File: src/rtl/hazard_ctrl.sv
// hazard_ctrl: hazard and sequencing controller for the 5-stage RV32 pipeline.
//
// Holds the pipeline frozen (stalled and flushed) after reset until trigger_i
// is seen. After that it runs until the next reset and provides:
// - E-stage operand forwarding selects
// - a load-use stall of the PC and D registers, with a bubble injected into E
// - a control-flush of D and E when a jump or branch is taken
//
// Optional feature macro: HAZARD_CTRL_PERF_CNT_EN
//   When defined, two saturating debug counters are built: load-use stall
//   cycles and control-flush events. When undefined, both counter outputs
//   read zero and no counter registers exist.
//
// Ports:
//   clk_i, rst_i                 clock, synchronous active-high reset
//   trigger_i                    start request, only looked at while waiting
//   Rs1D_i, Rs2D_i               source registers of the instruction in Decode
//   Rs1E_i, Rs2E_i, RdE_i        source and destination registers in Execute
//   RdM_i, RegWriteM_i           destination register and write enable in Memory
//   RdW_i, RegWriteW_i           destination register and write enable in Writeback
//   ResultSrcE_i                 result select in Execute (2'b01 = load)
//   PCSrcE_i                     taken jump/branch resolved in Execute
//   ForwardAE_o, ForwardBE_o     00 register file, 01 ResultW, 10 ALUResultM
//   StallF_o, StallD_o           hold the PC register and the D register
//   FlushD_o, FlushE_o           clear the D and E registers on the next edge
//   running_o                    registered: controller is running
//   stall_cnt_o, flush_cnt_o     saturating debug counters
module hazard_ctrl #(
  parameter int unsigned REG_ADDR_WIDTH = 5,
  parameter int unsigned CNT_WIDTH      = 16
) (
  input  logic                      clk_i,
  input  logic                      rst_i,
  input  logic                      trigger_i,
  input  logic [REG_ADDR_WIDTH-1:0] Rs1D_i,
  input  logic [REG_ADDR_WIDTH-1:0] Rs2D_i,
  input  logic [REG_ADDR_WIDTH-1:0] Rs1E_i,
  input  logic [REG_ADDR_WIDTH-1:0] Rs2E_i,
  input  logic [REG_ADDR_WIDTH-1:0] RdE_i,
  input  logic [REG_ADDR_WIDTH-1:0] RdM_i,
  input  logic [REG_ADDR_WIDTH-1:0] RdW_i,
  input  logic                      RegWriteM_i,
  input  logic                      RegWriteW_i,
  input  logic [1:0]                ResultSrcE_i,
  input  logic                      PCSrcE_i,
  output logic [1:0]                ForwardAE_o,
  output logic [1:0]                ForwardBE_o,
  output logic                      StallF_o,
  output logic                      StallD_o,
  output logic                      FlushD_o,
  output logic                      FlushE_o,
  output logic                      running_o,
  output logic [CNT_WIDTH-1:0]      stall_cnt_o,
  output logic [CNT_WIDTH-1:0]      flush_cnt_o
);

  typedef enum logic [0:0] {StWait, StRun} state_e;

  state_e state_q, state_d;
  logic   lw_stall;

  // The Memory stage holds the younger result, so it is checked first.
  // x0 is never forwarded since it always reads as zero.
  function automatic logic [1:0] fwd_sel(input logic [REG_ADDR_WIDTH-1:0] rs,
                                         input logic [REG_ADDR_WIDTH-1:0] rd_m,
                                         input logic                      we_m,
                                         input logic [REG_ADDR_WIDTH-1:0] rd_w,
                                         input logic                      we_w);
    logic [1:0] sel;
    sel = 2'b00;
    if (rs != '0 && rs == rd_m && we_m) begin
      sel = 2'b10;
    end else if (rs != '0 && rs == rd_w && we_w) begin
      sel = 2'b01;
    end
    return sel;
  endfunction

  assign lw_stall = (ResultSrcE_i == 2'b01) && (RdE_i != '0) &&
                    ((Rs1D_i == RdE_i) || (Rs2D_i == RdE_i));

  always_comb begin
    state_d     = state_q;
    ForwardAE_o = 2'b00;
    ForwardBE_o = 2'b00;
    StallF_o    = 1'b0;
    StallD_o    = 1'b0;
    FlushD_o    = 1'b0;
    FlushE_o    = 1'b0;
    unique case (state_q)
      StWait: begin
        StallF_o = 1'b1;
        StallD_o = 1'b1;
        FlushD_o = 1'b1;
        FlushE_o = 1'b1;
        if (trigger_i) begin
          state_d = StRun;
        end
      end
      StRun: begin
        ForwardAE_o = fwd_sel(Rs1E_i, RdM_i, RegWriteM_i, RdW_i, RegWriteW_i);
        ForwardBE_o = fwd_sel(Rs2E_i, RdM_i, RegWriteM_i, RdW_i, RegWriteW_i);
        // A taken branch squashes the instruction in Decode, so the load-use
        // stall it would have caused is moot: flush takes priority.
        if (PCSrcE_i) begin
          FlushD_o = 1'b1;
          FlushE_o = 1'b1;
        end else if (lw_stall) begin
          StallF_o = 1'b1;
          StallD_o = 1'b1;
          FlushE_o = 1'b1;
        end
      end
    endcase
  end

  always_ff @(posedge clk_i) begin
    if (rst_i) begin
      state_q <= StWait;
    end else begin
      state_q <= state_d;
    end
  end

  assign running_o = (state_q == StRun);

`ifdef HAZARD_CTRL_PERF_CNT_EN
  logic                 stall_evt, flush_evt;
  logic [CNT_WIDTH-1:0] stall_cnt_q, flush_cnt_q;

  assign stall_evt = (state_q == StRun) && lw_stall && !PCSrcE_i;
  assign flush_evt = (state_q == StRun) && PCSrcE_i;

  always_ff @(posedge clk_i) begin
    if (rst_i) begin
      stall_cnt_q <= '0;
      flush_cnt_q <= '0;
    end else begin
      if (stall_evt && stall_cnt_q != '1) begin
        stall_cnt_q <= stall_cnt_q + CNT_WIDTH'(1);
      end
      if (flush_evt && flush_cnt_q != '1) begin
        flush_cnt_q <= flush_cnt_q + CNT_WIDTH'(1);
      end
    end
  end

  assign stall_cnt_o = stall_cnt_q;
  assign flush_cnt_o = flush_cnt_q;
`else
  assign stall_cnt_o = '0;
  assign flush_cnt_o = '0;
`endif

endmodule

File: config.mk
export PLATFORM = sky130hd
export DESIGN_NAME = hazard_ctrl
export DESIGN_NICKNAME = d
export VERILOG_FILES = /design/src/rtl/hazard_ctrl.sv
export SDC_FILE = /design/constraint.sdc
export NUM_CORES = 1
export LEC_CHECK = 0
export ABC_AREA = 1
export BUFFER_PORTS_ARGS = -buffer_cell sky130_fd_sc_hd__buf_4
export CORE_MARGIN = 3
export CORE_UTILIZATION = 25
export CTS_CLUSTER_SIZE = 12
export DETAILED_ROUTE_END_ITERATION = 16
export GPL_TIMING_DRIVEN = 1
export PLACE_DENSITY_LB_ADDON = 0.3
export SETUP_SLACK_MARGIN = 0.15
export SYNTH_ARGS = -nofsm -noshare
export SYNTH_HDL_FRONTEND = slang
export SYNTH_SLANG_ARGS = --single-unit
File: constraint.sdc
create_clock -name clk_i -period 1.8 [get_ports clk_i]
set_input_delay 0.54 -clock clk_i [delete_from_list [all_inputs] [get_ports clk_i]]
set_output_delay 0.54 -clock clk_i [all_outputs]
set_load 0.05 [all_outputs]
After elaboration in Yosys (flattened, before gate mapping)
Index checks and enable logic that the tools add are counted.
{ "word_totals": {"reg_bits": 1, "out_inout_bits": 41} }
{ "op_classes": {"eq_ne": 7, "mux": 15, "n_bitwise": 1, "n_reduce_logical": 14} }
{ "op_table": {"columns": ["operator", "n"], "rows": [
  ["== test 5 bit", 6],
  ["nonzero test 5 bit", 3],
  ["logical AND 1 bit", 10],
  ["two-way mux 1 bit", 8],
  ["two-way mux 2 bit", 4],
  ["one-hot mux 1 bit (2 select lines)", 3],
  ["== test 2 x 1 -> 1 bit (second input constant)", 1],
  ["logical OR 1 bit", 1],
  ["NOT 1 bit", 1]
]} }

Depth between registers and ports, before layout
Gate-level depths: netlist (run 1).
{ "depth": {"depth_word": 6, "ltp_mapped": 9, "mapped_depth_nobuf": 8} }

Least setup slack after synthesis (run 1)
OpenSTA, ideal clock, no wires.
{ "synth_path": {"path_type": "register to output", "startpoint": "register state_q (netlist: running_o)", "endpoint": "output port ForwardBE_o[1]", "arrival_time_ns": 1.924, "setup_slack_ns": -0.664, "path_stages_with_launch": 3, "n_path_buf": 0, "cell_sequence": "dfxtp_1 inv_1 nor3_1"} }
{ "synth_via": {"elab_chain_len": 1} }
{ "synth_lines": {"columns": ["item", "line", "rtl"], "rows": [
  ["start, declared", "59", "state_e state_q, state_d;"],
  ["start signal, assigned", "119", "state_q <= StWait;"],
  ["start signal, assigned", "121", "state_q <= state_d;"],
  ["two-way mux 2 bit", "90", "unique case (state_q)"],
  ["end, declared", "47", "output logic [1:0] ForwardBE_o,"]
]} }
Every way passes these cells.

Worst setup path after layout (run 1)
{ "layout_path": {"startpoint": "input port RdM_i[3]", "endpoint": "output port ForwardAE_o[0]"} }
{ "layout_via": {"elab_chain_len": 5} }
{ "layout_lines": {"columns": ["item", "line", "rtl"], "rows": [
  ["start, declared", "40", "input logic [REG_ADDR_WIDTH-1:0] RdM_i,"],
  ["== test 5 bit", "71", "if (rs != '0 && rs == rd_m && we_m) begin"],
  ["logical AND 1 bit (2 in series)", "71", null],
  ["two-way mux 2 bit", "71", null],
  ["two-way mux 2 bit", "90", null],
  ["end, declared", "46", "output logic [1:0] ForwardAE_o,"]
]} }
Every way passes these cells.

==> flow_summary.json, run 1 <==
{
  "outcome": "complete, but fails checks",
  "violations": "negative setup slack",
  "worstSkewPairLatency_ns": 0,
  "synth-edff-count": 0,
  "leakage_uw": 0.000803,
  "critPathLaunchType": "input pin",
  "layout_setup_ws_ns": -0.144,
  "drc": 0,
  "drive_above_1_share": 0.427,
  "syn2layout_area_growth_pct": 69.4,
  "setup-violations-final": 7,
  "cp_max_fo": 3,
  "synthArstFlopShare": 0,
  "layout.nets": 258,
  "drtIter0Drc": 35,
  "p_total_uw": 467,
  "die_area_um2": 4130,
  "grt_overflow": 0,
  "largest_reg_flops": 1,
  "hold_buffers": 0,
  "finalCritPeriodShare": 1.08,
  "antenna_found_initial": 0,
  "crit_arrival_ns": 1.40,
  "synth_seq_cells": 1,
  "max_freq_ghz": 0.514,
  "crit_path_end": "ForwardAE_o[0]",
  "multi_input_area_um2": 702,
  "tns_ns": -0.786,
  "grt_pass1_wl_um": 3560,
  "synth.largest_area_cell": "buf_4",
  "fp.coreArea_um2": 3150,
  "place_ws_ns": -0.203,
  "synth.most_common_cell": "nand2_1",
  "r2r_start": "running_o$_SDFF_PP0_",
  "grt_use_total": 0.101,
  "clk_pin_slew_ns": 0,
  "r2r.worst_path.cells": 3,
  "p_per_area_nw_per_um2": 325,
  "post-route-min-period_ns": 1.94,
  "worstHoldStart": "running_o$_SDFF_PP0_",
  "finClkSkew_ns": 0,
  "cp-startpoint": "RdM_i[3]",
  "grt_max_degree": 7,
  "rsz0062_at_grt": "yes",
  "final_max_slew_viol_count": 0,
  "timing_hold_violations_final": 0,
  "ir_drop_uv": 176,
  "wl_per_cell_um": 9.36,
  "cp-end-kind": "output pin",
  "first_pass_iters": 4,
  "totalWireLength_um": 2410,
  "vias_per_cell": 3.90,
  "r2r_end": "running_o$_SDFF_PP0_",
  "yosys-top-cells-area": "buf_4, nand2_1, inv_1",
  "worstPathRequired_ns": 1.26,
  "post_cts_buffers": 0,
  "synthFlopType": "dfxtp_1",
  "hold_path_class": "reg2reg",
  "row_count": 20,
  "vias": 1002,
  "yosysUniqueCellTypes": 19,
  "rrSetupSlack_ns": 1.06,
  "grt_pass1_vias": 874,
  "fp.dieW_um": 64.3,
  "diodes": 0,
  "start_util": 0.269,
  "io_pins": 84,
  "routabilityCongestion": 0.802,
  "synth_area_per_cell_um2": 5.28,
  "place_inst": 257,
  "ant_nets": 0,
  "final.fill_count": 365,
  "synthCells": 161,
  "maxCapViolations": 0,
  "dp_hpwl_um": 2090,
  "yosys.area.top_type_share": 0.292,
  "seq_area_um2": 23.8,
  "synth_warnings": 0,
  "post_dp_cell_area_um2": 1240,
  "portBuffers": 51,
  "path_class": "in2out",
  "seq_area_frac_synth": 0.0236,
  "syn_area_um2": 850,
  "stdcell_count": 257,
  "ys_top_cells_by_count": "nand2_1, buf_4, inv_1",
  "die_h_um": 64.3,
  "final_area_um2": 1440
}
==> kinds of logic after synthesis <==
| family | after synthesis | synth area share |
|---|---|---|
| buffers and inverters | 61 | 0.415 |
| other | 1 | 0.00441 |
| XOR/XNOR | 10 | 0.103 |
| flip-flops | 1 | 0.0236 |
| AND/OR/NAND/NOR | 79 | 0.392 |
| AO/OA/AOI/OAI | 9 | 0.0618 |
==> cell type report <==
type                       instances  area share
multi-input combinational        130       0.488
timing repair buffer              54       0.376
inverter                          28      0.0817
tap                               44      0.0383
sequential                         1      0.0165
==> worst min path at each step <==
stage                            to  slack, ns  cells past startpoint
2_1_floorplan  running_o$_SDFF_PP0_       0.59                      2
3_5_place_dp   running_o$_SDFF_PP0_       0.63                      3
3_3_place_gp   running_o$_SDFF_PP0_       0.62                      3
4_1_cts        running_o$_SDFF_PP0_       0.63                      3
6_report       running_o$_SDFF_PP0_       0.64                      3
5_1_grt        running_o$_SDFF_PP0_       0.67                      3
==> timing repair <==
action                     4_1_cts  5_1_grt
resized for setup               37       33
pin swaps                       20       22
setup endpoints to repair        7        7
==> metrics by stage <==
step	hold slack (ns)	utilization
floorplan	0.592	-
global placement	0.624	0.392
detailed placement	0.629	0.392
CTS	0.629	0.424
global route	0.675	0.456
finish	0.644	0.456
==> power breakdown <==
part | internal, uW | leakage, uW | total (uW) | switching (uW)
combinational | 152 | 0.000794 | 442 | 290
clock | 0 | 0 | 0 | 0
sequential | 23.9 | 0.00000889 | 25.4 | 1.52
total | 176 | 0.000803 | 467 | 291
==> critical path, cell delays in order <==
cell and delay [ns]:
buf_4 0.13, inv_2 0.06, o22ai_1 0.07, nor2_1 0.10, nand4_1 0.18, and2_4 0.19, buf_8 0.14
==> metal layers <==
layer | global-route usage | wire [um] | vias up | part of all wire
met2 | 0.187 | 1210 | 54 | 0.50
met3 | 0.0193 | 262 | 0 | 0.11
li1 | - | - | 533 | -
met5 | 0 | 0 | - | 0
met4 | 0 | 0 | 0 | 0
met1 | 0.127 | 930 | 415 | 0.39
==> cells in the final DEF (no fill, tap or decap) <==
master,instances
o21bai_1,1
dfxtp_4,1
nand3_2,3
nand3_1,2
nand2_2,6
or2_0,1
o21ai_0,2
xor2_1,7
buf_6,16
inv_2,9
inv_1,14
nor2b_1,1
o21ai_1,1
conb_1,32
and2_4,1
nand2_4,2
a21oi_1,1
o22ai_2,2
nand2_1,30
nor2_4,4
nand3b_1,1
buf_4,28
nor2_1,17
nand4_1,7
nor3_4,1
buf_8,10
inv_4,5
xnor2_1,3
o22ai_1,2
nor2_2,3
Power figures use the tool's default switching activity.
==> run 2, diff against run 1 <==
- ABC_AREA: 1 -> not set
==> flow_summary.json, run 2 <==
{
  "outcome": "complete, but fails checks",
  "violations": "negative setup slack",
  "clk_pin_slew_ns": 0,
  "yosys-top-cells-area": "buf_4, xnor2_1, xor2_1",
  "setup-violations-final": 7,
  "row_count": 19,
  "largest_reg_flops": 1,
  "switchingPower_uw": 275,
  "grt_pass1_wl_um": 2770,
  "layout.nets": 200,
  "p_int_uw": 174,
  "power_switching_share": 0.613,
  "r2r_end": "running_o$_SDFF_PP0_",
  "synth-edff-count": 0,
  "cp_num_cells": 6,
  "final_max_slew_viol_count": 0,
  "io_pins": 84,
  "portBuffers": 51,
  "worstSkewPairLatency_ns": 0,
  "layout.cells.most_common": "buf_4",
  "seq_area_frac_synth": 0.0266,
  "die_area_um2": 3710,
  "r2r_start": "running_o$_SDFF_PP0_",
  "seq_power_share": 0.058,
  "ir_drop_uv": 143,
  "synth_seq_cells": 1,
  "syn2layout_area_growth_pct": 74.8,
  "p_per_area_nw_per_um2": 341,
  "grt_max_degree": 8,
  "synthXorXnorAreaFrac": 0.349,
  "synthAdderAreaFrac": 0,
  "fp.dieW_um": 60.9,
  "synthMuxAreaShare": 0,
  "finClkSkew_ns": 0,
  "worstPathRequired_ns": 1.26,
  "r2r.worst_path.cells": 3,
  "place_ws_ns": -0.580,
  "wl_per_cell_um": 11.5,
  "synthArstFlopShare": 0,
  "post-route-min-period_ns": 2.28,
  "crit_path_frequent_cell": "buf_6",
  "crit_arrival_ns": 1.74,
  "cp-end-kind": "output pin",
  "rsz0062_at_grt": "yes",
  "yosys.area.top_type_share": 0.329,
  "path_class": "in2out",
  "synth_warnings": 0,
  "leakage_uw": 0.000594,
  "cp-startpoint": "RdE_i[4]",
  "dp_hpwl_um": 1820,
  "layout_setup_ws_ns": -0.481,
  "ant_nets": 0,
  "clkPwrFrac": 0,
  "grt_use_total": 0.0916,
  "drive_above_1_share": 0.529,
  "maxCapViolations": 0,
  "timing_hold_violations_final": 0,
  "synth_area_per_cell_um2": 7.93,
  "totalWireLength_um": 2140,
  "critPathLaunchType": "input pin",
  "yosysUniqueCellTypes": 21,
  "final_cell_mix": "buf_4, conb_1, xnor2_1",
  "syn_area_um2": 753,
  "ys_top_cells_by_count": "buf_4, xnor2_1, xor2_1",
  "synth_simple_gate_area_frac": 0.252,
  "cp_max_fo": 3,
  "start_util": 0.269,
  "drtIter0Drc": 10,
  "max_freq_ghz": 0.438,
  "finalCritPeriodShare": 1.27,
  "synth_compound_area_frac": 0.0332,
  "synthFlopType": "dfxtp_1",
  "fp.coreArea_um2": 2810,
  "path_delay_family": "compound AO/OA/AOI/OAI gates",
  "synthCells": 95,
  "antenna_found_initial": 0,
  "rrSetupSlack_ns": 1.07,
  "synth.most_common_cell": "buf_4",
  "vias_per_cell": 4.03,
  "grt_overflow": 0,
  "drc": 0,
  "p_comb_frac": 0.942,
  "grt_pass1_vias": 695,
  "synth.largest_area_cell": "buf_4",
  "slowest_stage": "o41ai_4",
  "hold_path_class": "reg2reg",
  "routabilityCongestion": 0.717,
  "crit_path_end": "StallD_o",
  "die_h_um": 60.9,
  "holdWs_ns": 0.659,
  "first_pass_iters": 2,
  "cpPeakStageDelay_ns": 0.41,
  "diodes": 0,
  "vias": 750,
  "hold_buffers": 0,
  "cp_cell_sequence": "buf_6 -> xor2_1 -> nor3_2 -> a22oi_2 -> o41ai_4 -> buf_6",
  "critPathBufInv": 2,
  "synth_top_family_by_area": "XOR/XNOR gates"
}
-- run 2: layer usage --
metal,vias up,part of all wire,global-route usage
li1,369,-,-
met4,0,0,0
met1,325,0.37,0.108
met5,-,0,0
met2,56,0.49,0.188
met3,0,0.14,0.00638
-- run 2: through the flow --
stage | setup TNS, ns | instance area, um^2 | utilization | total power [uW] | cells
2_1_floorplan | -3.51 | 922 | - | 340 | 126
3_3_place_gp | -3.38 | 1170 | 0.416 | 411 | 185
3_5_place_dp | -3.50 | 1170 | 0.416 | 416 | 185
4_1_cts | -3.14 | 1260 | 0.451 | 437 | 186
5_1_grt | -3.40 | 1320 | 0.469 | 472 | 186
6_report | -3.10 | 1320 | 0.469 | 449 | 186
-- run 2: cells by family (layout without fill, tap and decap cells) --
group           Yosys count  in the layout
buf+inv                  34             63
xor+xnor                 30             30
simple gates             26             26
compound gates            3              3
other cells               1             32
flops                     1              1
-- run 2: tightest hold or removal path, stage by stage (launching register included) --
cell and delay, ns:
dfxtp_2 0.32, buf_4 0.16, nor2_1 0.05, nor2_1 0.08
-- run 2: repair_timing --
action / in CTS / in global routing
pin swaps: 9 / 7
setup buffers: 1 / 0
resized for setup: 20 / 9
setup endpoints to repair: 7 / 7
-- run 2: area by class of cell --
cell class / instances / area [um^2]
Inverter: 1 / 3.75
Sequential cell: 1 / 21.3
Fill cell: 280 / 1490
Tap cell: 31 / 38.8
Timing Repair Buffer: 62 / 537
Multi-Input combinational cell: 91 / 716
-- run 2: power by group through the flow --
stage	registers (uW)	clock network [uW]	logic, uW
2_1_floorplan	34.0	0	306
6_report	25.9	0	423
5_1_grt	26.3	0	446
3_3_place_gp	26.0	0	385
3_5_place_dp	25.8	0	390
4_1_cts	26.0	0	411
-- run 2: worst min path at each step --
stage,start,endpoint,slack (ns),cells after the start
detailed placement,running_o$_SDFF_PP0_,running_o$_SDFF_PP0_,0.67,3
CTS,running_o$_SDFF_PP0_,running_o$_SDFF_PP0_,0.67,3
floorplan,rst_i,running_o$_SDFF_PP0_,0.60,1
global route,rst_i,running_o$_SDFF_PP0_,0.71,2
global placement,running_o$_SDFF_PP0_,running_o$_SDFF_PP0_,0.65,3
finish,running_o$_SDFF_PP0_,running_o$_SDFF_PP0_,0.66,3
==> run 3, diff against run 2 <==
- CORE_UTILIZATION: 25 -> 34
==> flow_summary.json, run 3 (synthesized netlist as in run 2, its figures left out) <==
{
  "r2r.worst_path.cells": 3,
  "grt_pass1_vias": 750,
  "path_class": "in2out",
  "die_area_um2": 2820,
  "timing_hold_violations_final": 0,
  "outcome": "complete, but fails checks",
  "rrSetupSlack_ns": 1.07,
  "power_switching_share": 0.613,
  "switchingPower_uw": 273,
  "grt_use_total": 0.141,
  "grt_overflow": 0,
  "ir_drop_uv": 198,
  "max_freq_ghz": 0.438,
  "holdWs_ns": 0.648,
  "grt_pass1_wl_um": 3040,
  "layout.cells.most_common": "buf_4",
  "start_util": 0.373,
  "post-route-min-period_ns": 2.28,
  "stdcell_count": 184,
  "syn2layout_area_growth_pct": 71.6,
  "violations": "negative setup slack",
  "place_inst": 184,
  "layout_setup_ws_ns": -0.484,
  "fp.coreArea_um2": 2020,
  "clk_pin_slew_ns": 0,
  "worstPathRequired_ns": 1.26,
  "setup-violations-final": 7,
  "r2r_start": "running_o$_SDFF_PP0_",
  "wl_per_cell_um": 11.5,
  "totalWireLength_um": 2110,
  "rsz0062_at_grt": "yes",
  "grt_max_degree": 7,
  "r2r_end": "running_o$_SDFF_PP0_",
  "vias": 781,
  "p_per_area_nw_per_um2": 344,
  "largest_reg_flops": 1,
  "hold_path_class": "reg2reg",
  "critPathLaunchType": "input pin",
  "final_cell_mix": "buf_4, conb_1, xnor2_1",
  "routabilityCongestion": 0.823,
  "worstHoldStart": "running_o$_SDFF_PP0_",
  "finClkSkew_ns": 0,
  "first_pass_iters": 1,
  "hold_buffers": 0,
  "leakage_uw": 0.000597,
  "whs_path_depth": 3,
  "vias_per_cell": 4.24,
  "p_comb_frac": 0.941,
  "final_max_slew_viol_count": 0,
  "worstSkewPairLatency_ns": 0,
  "clkPwrFrac": 0,
  "crit_arrival_ns": 1.74,
  "diodes": 0,
  "p_int_uw": 172,
  "antenna_found_initial": 0,
  "cp-end-kind": "output pin",
  "hold_end": "running_o$_SDFF_PP0_",
  "finalCritPeriodShare": 1.27,
  "portBuffers": 51,
  "p_total_uw": 445,
  "maxCapViolations": 0,
  "die_h_um": 53.1,
  "ant_nets": 0,
  "dp_hpwl_um": 1880,
  "layout.nets": 202,
  "row_count": 16,
  "io_pins": 84,
  "cp_max_fo": 3,
  "drc": 0,
  "fp.dieW_um": 53.1,
  "seq_power_share": 0.059,
  "drive_above_1_share": 0.516,
  "drtIter0Drc": 0,
  "final.fill_count": 180
}
run 3: cell type report:
cell class	instances	area [um^2]	share of cell area
multi-input cells	91	686	0.530
repair buffers	64	548	0.424
well taps	27	33.8	0.0261
flip-flops and latches	1	21.3	0.0165
inverters	1	3.75	0.00290
run 3: repair_timing:
action                     4_1_cts  5_1_grt
setup endpoints to repair        7        7
pin swaps                       10        5
resized for setup               21        3
buffers inserted                 0        0
run 3: how the worst max path moves through the flow:
stage                         start  endpoint  slack, ns  cells past startpoint
final                      RdE_i[4]  StallD_o      -0.48                      6
after global placement     RdE_i[2]  StallD_o      -0.55                      6
after detailed placement   RdE_i[2]  StallD_o      -0.56                      6
after CTS                 Rs2D_i[4]  StallD_o      -0.47                      6
after global routing      Rs1D_i[0]  StallF_o      -0.54                      6
after floorplan            RdE_i[2]  StallF_o      -0.81                      5
run 3: routing by layer:
| layer | part of all wire | GRT usage | wire (um) |
|---|---|---|---|
| met2 | 0.56 | 0.324 | 1190 |
| met3 | 0.16 | 0.0197 | 330 |
| met4 | 0 | 0 | 0 |
| met5 | 0 | 0 | 0 |
| met1 | 0.28 | 0.130 | 589 |
run 3: power groups by stage:
stage | Clock, uW | Sequential (uW) | Combinational [uW]
2_1_floorplan | 0 | 34.0 | 306
5_1_grt | 0 | 26.8 | 444
3_5_place_dp | 0 | 26.4 | 394
4_1_cts | 0 | 26.4 | 412
6_report | 0 | 26.3 | 419
3_3_place_gp | 0 | 26.3 | 388
run 3: worst max-delay path: stages:
cell and delay (ns):
buf_6 0.10, xor2_1 0.15, nor3_2 0.20, a22oi_2 0.13
o41ai_4 0.40, buf_6 0.21
run 3: stage by stage:
| stage | util | instance area (um^2) | setup slack [ns] | TNS [ns] |
|---|---|---|---|---|
| 6_report | 0.639 | 1290 | -0.484 | -3.07 |
| 5_1_grt | 0.639 | 1290 | -0.537 | -3.40 |
| 4_1_cts | 0.631 | 1270 | -0.468 | -3.08 |
| 3_5_place_dp | 0.586 | 1180 | -0.561 | -3.47 |
| 3_3_place_gp | 0.586 | 1180 | -0.545 | -3.39 |
| 2_1_floorplan | - | 922 | -0.809 | -3.51 |
